File: config.mk
export PLATFORM = sky130hd
export DESIGN_NAME = m68k_bus_arbiter
export DESIGN_NICKNAME = d
export VERILOG_FILES = /design/src/rtl/m68k_arb_pkg.sv /design/src/rtl/arb_sync.sv /design/src/rtl/m68k_bus_arbiter.sv
export SDC_FILE = /design/constraint.sdc
export NUM_CORES = 1
export LEC_CHECK = 0
export ABC_AREA = 1
export BUFFER_PORTS_ARGS = -buffer_cell sky130_fd_sc_hd__buf_2
export CORE_MARGIN = 2
export CORE_UTILIZATION = 55
export DETAILED_ROUTE_END_ITERATION = 16
export PLACE_DENSITY_LB_ADDON = 0.2
export SYNTH_ARGS = -nofsm -noshare
export SYNTH_HDL_FRONTEND = slang
export SYNTH_SLANG_ARGS = --single-unit
File: constraint.sdc
create_clock -name c200m -period 1.81 [get_ports c200m]
set_input_delay 0.2715 -clock c200m [delete_from_list [all_inputs] [get_ports c200m]]
set_output_delay 0.2715 -clock c200m [all_outputs]
set_load 0.005 [all_outputs]
File: src/rtl/m68k_arb_pkg.sv
// Shared types and default constants for the 68000 bus-mastership arbiter.
package m68k_arb_pkg;

    localparam int SYNC_STAGES_DEF   = 2;
    localparam int GRANT_TIMEOUT_DEF = 16;
    localparam int CNT_W_DEF         = 16;

    typedef enum logic [1:0] {
        IDLE    = 2'd0,
        GRANT   = 2'd1,
        EXT     = 2'd2,
        RECLAIM = 2'd3
    } arb_state_e;

endpackage

File: src/rtl/arb_sync.sv
// Multi-flop single-bit synchronizer for active-low bus inputs; resets to the inactive level (1).
module arb_sync #(
    parameter int STAGES = 2
) (
    input  logic c200m,
    input  logic reset,
    input  logic d_in,
    output logic q_out
);

    logic [STAGES-1:0] sync_q;
    logic [STAGES-1:0] sync_d;

    always_comb begin
        sync_d = {sync_q[STAGES-2:0], d_in};
    end

    always_ff @(posedge c200m) begin
        if (reset) begin
            sync_q <= '1;
        end else begin
            sync_q <= sync_d;
        end
    end

    assign q_out = sync_q[STAGES-1];

endmodule

File: src/rtl/m68k_bus_arbiter.sv
// 68000 BR_n/BG_n/BGACK_n bus-mastership arbiter between the local sequencer and external DMA masters.
// Optional grant/timeout statistics counters are built when M68K_ARB_STATS_EN is defined.
//
//   state   | meaning
//   --------+-----------------------------------------------------------
//   IDLE    | local side owns the bus, decisions on c7m falling edges
//   GRANT   | BG_n asserted, local drivers released, waiting for BGACK_n
//   EXT     | external master owns the bus (BGACK_n low)
//   RECLAIM | BGACK_n released, half-clock turnaround before driving again
module m68k_bus_arbiter
    import m68k_arb_pkg::*;
#(
    parameter int SYNC_STAGES   = SYNC_STAGES_DEF,
    parameter int GRANT_TIMEOUT = GRANT_TIMEOUT_DEF
`ifdef M68K_ARB_STATS_EN
    ,
    parameter int CNT_W         = CNT_W_DEF
`endif
) (
    input  logic             c200m,
    input  logic             reset,
    input  logic             c7m_rising,
    input  logic             c7m_falling,
    input  logic             m68k_br_n,
    input  logic             m68k_bgack_n,
    input  logic             op_req,
    input  logic             cycle_busy,
    output logic             op_go,
    output logic             m68k_bg_n,
    output logic             bus_release,
    output logic             ext_owned,
    output logic             op_pending
`ifdef M68K_ARB_STATS_EN
    ,
    output logic [CNT_W-1:0] grant_count,
    output logic [7:0]       timeout_count
`endif
);

    localparam int TMR_W = $clog2(GRANT_TIMEOUT + 1);

    logic br_s;
    logic bgack_s;

    arb_state_e       state_q, state_d;
    logic             bg_n_q, bg_n_d;
    logic             release_q, release_d;
    logic             ext_q, ext_d;
    logic             last_ext_q, last_ext_d;
    logic             op_go_q, op_go_d;
    logic             op_pending_q, op_pending_d;
    logic [TMR_W-1:0] tmr_q, tmr_d;
    logic             idle_ok;

    arb_sync #(.STAGES(SYNC_STAGES)) u_sync_br (
        .c200m (c200m),
        .reset (reset),
        .d_in  (m68k_br_n),
        .q_out (br_s)
    );

    arb_sync #(.STAGES(SYNC_STAGES)) u_sync_bgack (
        .c200m (c200m),
        .reset (reset),
        .d_in  (m68k_bgack_n),
        .q_out (bgack_s)
    );

    // op_go_q guard keeps a second decision from landing before cycle_busy rises
    assign idle_ok = c7m_falling && !cycle_busy && !op_go_q;

    always_comb begin
        state_d      = state_q;
        bg_n_d       = bg_n_q;
        release_d    = release_q;
        ext_d        = ext_q;
        last_ext_d   = last_ext_q;
        tmr_d        = tmr_q;
        op_go_d      = 1'b0;
        op_pending_d = op_pending_q | op_req;

        case (state_q)
            IDLE: begin
                if (idle_ok) begin
                    // a local op waiting after an external tenure wins over a fresh BR
                    if (op_pending_q && (br_s || last_ext_q)) begin
                        op_go_d    = 1'b1;
                        last_ext_d = 1'b0;
                    end else if (!br_s) begin
                        bg_n_d    = 1'b0;
                        release_d = 1'b1;
                        tmr_d     = TMR_W'(GRANT_TIMEOUT);
                        state_d   = GRANT;
                    end
                end
            end
            GRANT: begin
                if (!bgack_s) begin
                    bg_n_d  = 1'b1;
                    ext_d   = 1'b1;
                    state_d = EXT;
                end else if (br_s) begin
                    bg_n_d    = 1'b1;
                    release_d = 1'b0;
                    state_d   = IDLE;
                end else if (c7m_falling) begin
                    if (tmr_q == TMR_W'(1)) begin
                        tmr_d     = '0;
                        bg_n_d    = 1'b1;
                        release_d = 1'b0;
                        state_d   = IDLE;
                    end else begin
                        tmr_d = tmr_q - TMR_W'(1);
                    end
                end
            end
            EXT: begin
                if (bgack_s) begin
                    ext_d      = 1'b0;
                    last_ext_d = 1'b1;
                    state_d    = RECLAIM;
                end
            end
            RECLAIM: begin
                if (c7m_rising) begin
                    release_d = 1'b0;
                    state_d   = IDLE;
                end
            end
            default: begin
                state_d = IDLE;
            end
        endcase

        if (op_go_d) begin
            op_pending_d = 1'b0;
        end
    end

    always_ff @(posedge c200m) begin
        if (reset) begin
            state_q      <= IDLE;
            bg_n_q       <= 1'b1;
            release_q    <= 1'b0;
            ext_q        <= 1'b0;
            last_ext_q   <= 1'b0;
            op_go_q      <= 1'b0;
            op_pending_q <= 1'b0;
            tmr_q        <= '0;
        end else begin
            state_q      <= state_d;
            bg_n_q       <= bg_n_d;
            release_q    <= release_d;
            ext_q        <= ext_d;
            last_ext_q   <= last_ext_d;
            op_go_q      <= op_go_d;
            op_pending_q <= op_pending_d;
            tmr_q        <= tmr_d;
        end
    end

    assign op_go       = op_go_q;
    assign m68k_bg_n   = bg_n_q;
    assign bus_release = release_q;
    assign ext_owned   = ext_q;
    assign op_pending  = op_pending_q;

`ifdef M68K_ARB_STATS_EN
    logic [CNT_W-1:0] grant_cnt_q, grant_cnt_d;
    logic [7:0]       timeout_cnt_q, timeout_cnt_d;
    logic             grant_inc;
    logic             timeout_inc;

    always_comb begin
        grant_inc     = (state_q == EXT) && (state_d == RECLAIM);
        // leaving GRANT to IDLE with BR still low and no BGACK can only be the timeout
        timeout_inc   = (state_q == GRANT) && (state_d == IDLE) && bgack_s && !br_s;
        grant_cnt_d   = grant_inc ? grant_cnt_q + CNT_W'(1) : grant_cnt_q;
        timeout_cnt_d = (timeout_inc && (timeout_cnt_q != 8'hFF)) ? timeout_cnt_q + 8'd1
                                                                   : timeout_cnt_q;
    end

    always_ff @(posedge c200m) begin
        if (reset) begin
            grant_cnt_q   <= '0;
            timeout_cnt_q <= '0;
        end else begin
            grant_cnt_q   <= grant_cnt_d;
            timeout_cnt_q <= timeout_cnt_d;
        end
    end

    assign grant_count   = grant_cnt_q;
    assign timeout_count = timeout_cnt_q;
`endif

endmodule
**Word level (Yosys, flattened, before mapping)**

Index checks and enable logic that the tools add are counted.

- Input port bits: 8
- Output and inout port bits: 5
- Register bits: 17
- Logic and storage cells: 93

- Add/subtract/negate cells: 1
- Muxes and demuxes: 45
- Reduce and logical (&&, ||, !) cells: 18
- Equality and inequality tests: 18
- Bitwise logic cells: 1

Operators by type and width:

| kind | number |
|---|---|
| $mux 5 | 7 |
| $mux 1 | 23 |
| $mux 2 | 9 |
| $ne 2x2->1 const B | 8 |
| $reduce_and 7->1 | 2 |
| $pmux 5 s2 | 1 |
| $ne 4x4->1 const B | 2 |
| $pmux 2 s4 | 1 |
| $reduce_and 8->1 | 1 |
| $ne 3x2->1 const B | 2 |
| $pmux 1 s2 | 3 |
| $reduce_and 6->1 | 1 |
| $reduce_bool 2->1 | 3 |
| $eq 5x1->1 const B | 1 |
| $sub 5x1->5 const B | 1 |
| $eq 2x2->1 const B | 2 |
| $ne 2x1->1 const B | 2 |
| $reduce_and 4->1 | 1 |
| $logic_and 1x1->1 | 3 |
| $pmux 1 s3 | 1 |
| $reduce_and 3->1 | 1 |
| $reduce_bool 3->1 | 1 |
| $eq 2x1->1 const B | 1 |
| $logic_not 1->1 | 2 |
| other kinds (4) | 4 |

**Logic depth before layout (Yosys ltp)**

- Depth after elaboration: 6
- Depth in mapped cells: 9
- Depth with buffers taken out: 9

**Hierarchy**

A second synthesis with hierarchy kept.

- Cell total of the unflattened synthesis: 133
- Area total of the unflattened synthesis: 909.6 um2

Modules (own cells, without submodules):

| module | instances | sequential area each (um2) | area each (um2) | cells an instance |
|---|---|---|---|---|
| m68k_bus_arbiter | 1 | 260.2 | 792.0 | 119 |
| arb_sync | 2 | 40.0 | 58.8 | 7 |

**Worst setup path after synthesis**

No wires, ideal clock.

- Kind: reg2reg
- Start: register state_q[0]
- End: register tmr_q[3]
- Period minus slack after synthesis: 1,163 ps
- Library setup time: 116 ps
- Data required time: 1,694 ps
- Slack: 647 ps
- Stages on the path, launching flop included: 10
- Arrival time: 1,047 ps
- Buffers on the path: 1
- Cells stage by stage: dfxtp_1 buf_6 nor2_4 nand3_2 nand2_2 nor2_4 nand2_4 clkinv_1 nor2_1 nor2_1

- Longest elaborated chain between the ends: 3
- Elaborated cells between the ends (all ways): 11
- Those cells by class: 7 x eq/ne; 1 x mux; 3 x reduce/logical

Ends and longest elaborated chain:

| what | line | RTL |
|---|---|---|
| start, declared | m68k_bus_arbiter.sv:45 | `arb_state_e state_q, state_d;` |
| start signal, assigned | m68k_bus_arbiter.sv:151 | `state_q <= state_d;` |
| $eq 2x1->1 / $logic_not 2->1 (equally long branches) | m68k_bus_arbiter.sv:82 | `case (state_q)` |
| $ne 2x2->1 (no source line), or another cell as far along | -- |  |
| $reduce_and 7->1 (no source line) | -- |  |
| end signal, assigned | m68k_bus_arbiter.sv:158 | `tmr_q <= tmr_d;` |
| end, declared | m68k_bus_arbiter.sv:52 | `logic [TMR_W-1:0] tmr_q, tmr_d;` |

Several ways; a longest one is shown, not always the timed one.
A chain may end at the register's enable or synchronous reset.

**Worst setup path after layout**

Ends and elaborated chain as after synthesis.

==> results.cfg <==
[worst_setup_path]
rr_startpoint = state_q[0]
cp-end-kind = flip-flop
critPathMaxFanout = 8
setup.worst_path.class = flip-flop to flip-flop
critPathBufInv = 0
critPathMostFrequentCell = nor2_4
r2r_slack_ns = 0.42
r2r_cells = 7
rr_endpoint = tmr_q[3]
crit_chain = nor2_4 -> nand3_2 -> nand2_2 -> nor2_4 -> nand2_4 -> o21ai_0 -> nor2_1
critPathTopFamily = flip-flops
setup.worst_path.start_class = flip-flop
slowest_stage = dfxtp_1
arrival_ns = 1.58
required_ns = 2.00
cp_slowest_stage_delay_ns = 0.56

[sta]
finalSetupViolCount = 0
timing.slew.headroom = 0.7438
fin_skew_ns = 0.008808
post-route-period-util = 0.7667
whs_ns = 0.1660
setup-tns-final_ns = 0
fin_crit_ns = 1.388
rsz0062_at_grt = no
max_freq_mhz = 720.6
hold_viol = 0
worstMarginPinSlew_ns = 0.3837
maxSlewViolCount = 0

[clocking]
cts_tree = done
max-clock-path-buffers = 2
cts_setup_buffers = 0
ctsResizeCount = 0
clkSlewWorstSetupHoldPaths_ns = 0.10
clock_latency_ns = 0.29
clock-sinks = 17
cts_max_level = 1
numCtsBuffers = 3
clock-root-buffer = clkbuf_4
cts_hold_buf = 0

[synthesis]
synth_nets = 144
syn_area_um2 = 929.6
synth.largest_area_cell = dfxtp_1
ys_ff_latch = 17
synth_flop_cell = dfxtp_1
synth_cell_types = 27
netlist_instances = 134
synth_edf_count = 0
async_reset_ff_frac = 0
syn_avg_cell_area_um2 = 6.938
synth_top_cell_area_share = 0.3661
ys_warn_count = 0
synthTopCellsByArea = dfxtp_1 37%, nand2_1 10%, nor2_1 8.5%, nand3_1 7.0%, inv_1 6.9%
yosysSeqAreaShare = 0.3661

[die]
rows = 14
die_h_um = 45.11
die_area_um2 = 2035
pin_count = 13
fp.dieW_um = 45.11
core_area_um2 = 1541
initial_core_util = 0.6031

[final_layout]
final_common_cell = nand2_1
nets = 159
fin_area_um2 = 1021
stdcell_count = 164
final_cell_mix = 26 x nand2_1, 21 x nor2_1, 17 x inv_1, 17 x dfxtp_1, 13 x nand3_1
area_delta_synth_final_pct = 9.825
drive_above_1_share = 0.2432
diodes = 0
fillers = 147

[detailed_routing]
drc = 0
via_count = 839
avgViaCountPerCell = 5.116
drtAntennaViolNets = 0
routedWlPerCell_um = 10.40
first_pass_iters = 4
drtIter0Drc = 21
wl_um = 1706

[pwr]
cellPowerDensity_nw_per_um2 = 662.3
vdd_drop_max_uv = 492.6
power_mw = 0.6762
p_leak_nw = 0.4966

[outcome]
status = finished clean

[grt]
grt_usage = 0.2078
grt_pass1_wl_um = 3111
grt_max_degree = 11
gr-total-overflow = 0
antenna_found_initial = 0
grt_pass1_vias = 775

[placement]
dpl.cell_count = 160
gp_congestion = 0.9321
place_area_um2 = 994.7
hpwlAfterDp_um = 1381
port_buffers = 12

[worst_hold_path]
min_path_type = primary input to flip-flop
min_from = m68k_bgack_n
hold_end = u_sync_bgack.sync_q[0]
min_path_cells = 2

[flow_run]
cap_viol_max_count = 0
[cells by family (layout without fill, tap and decap cells)]
family          after synthesis  after routing  share of synthesized area
simple gates                 80             80                     0.4280
compound gates               12             12                    0.07537
fa+ha+maj                     2              2                    0.02691
flops                        17             17                     0.3661
buf+inv                      23             37                     0.1036
[how the worst max path moves through the flow]
stage               start        to  slack, ns  cells after the start
3_3_place_gp   state_q[0]  tmr_q[3]       0.51                      7
2_1_floorplan  state_q[0]  tmr_q[3]       0.65                      9
5_1_grt        state_q[0]  tmr_q[3]       0.29                      7
4_1_cts        state_q[0]  tmr_q[3]       0.43                      7
3_5_place_dp   state_q[0]  tmr_q[3]       0.44                      7
6_report       state_q[0]  tmr_q[3]       0.42                      7
[per-stage QoR]
step             util  setup slack [ns]
6_report       0.6623            0.4222
5_1_grt        0.6623            0.2862
4_1_cts        0.6623            0.4254
3_5_place_dp   0.6453            0.4383
3_3_place_gp   0.6453            0.5116
2_1_floorplan       -            0.6472
[worst reg2reg max path, stage by stage, from the launching register on]
cell and delay [ns]:
dfxtp_1 0.56, nor2_4 0.10, nand3_2 0.13, nand2_2 0.07
nor2_4 0.12, nand2_4 0.08, o21ai_0 0.16, nor2_1 0.06
[cells in the mapped netlist (3+ instances only)]
library cell  instances
nor2_2                3
nor2_1               21
dfxtp_1              17
nand2_1              26
nand2_2               3
inv_1                17
nand2_4               3
a21oi_1               5
or2_2                 4
nand3_1              13
[power by group]
group	leakage [nW]	switching, mW	total, mW	internal (mW)
clock	0.0150	0.111	0.197	0.0856
sequential	0.139	0.00872	0.394	0.385
combinational	0.343	0.0522	0.0854	0.0332
[registers in the layout (all words and copies together), names as in the netlist, named ones only]
name	cells
tmr_q	5
u_sync_bgack.sync_q	2
u_sync_br.sync_q	2
bus_release	1
ext_owned	1
last_ext_q	1
m68k_bg_n	1
op_go	1
op_pending	1
state_q	1
[final cells by class]
| type | count | area, um2 | area share |
|---|---|---|---|
| Sequential cell | 17 | 340.3 | 0.3333 |
| Multi-Input combinational cell | 94 | 493.0 | 0.4828 |
| Tap cell | 16 | 20.02 | 0.01961 |
| Inverter | 21 | 81.33 | 0.07966 |
| Timing Repair Buffer | 12 | 60.06 | 0.05882 |
| Clock buffer | 4 | 26.28 | 0.02574 |
[routing by layer]
layer	routed length (um)	part of all wire	vias up	global-route usage
met3	92	0.054	4	0.05600
met5	0	0	-	0
met1	779	0.46	373	0.2581
met4	25	0.015	0	0.09412
li1	-	-	440	-
met2	809	0.47	22	0.3343
(Power assumes the default switching activity.)
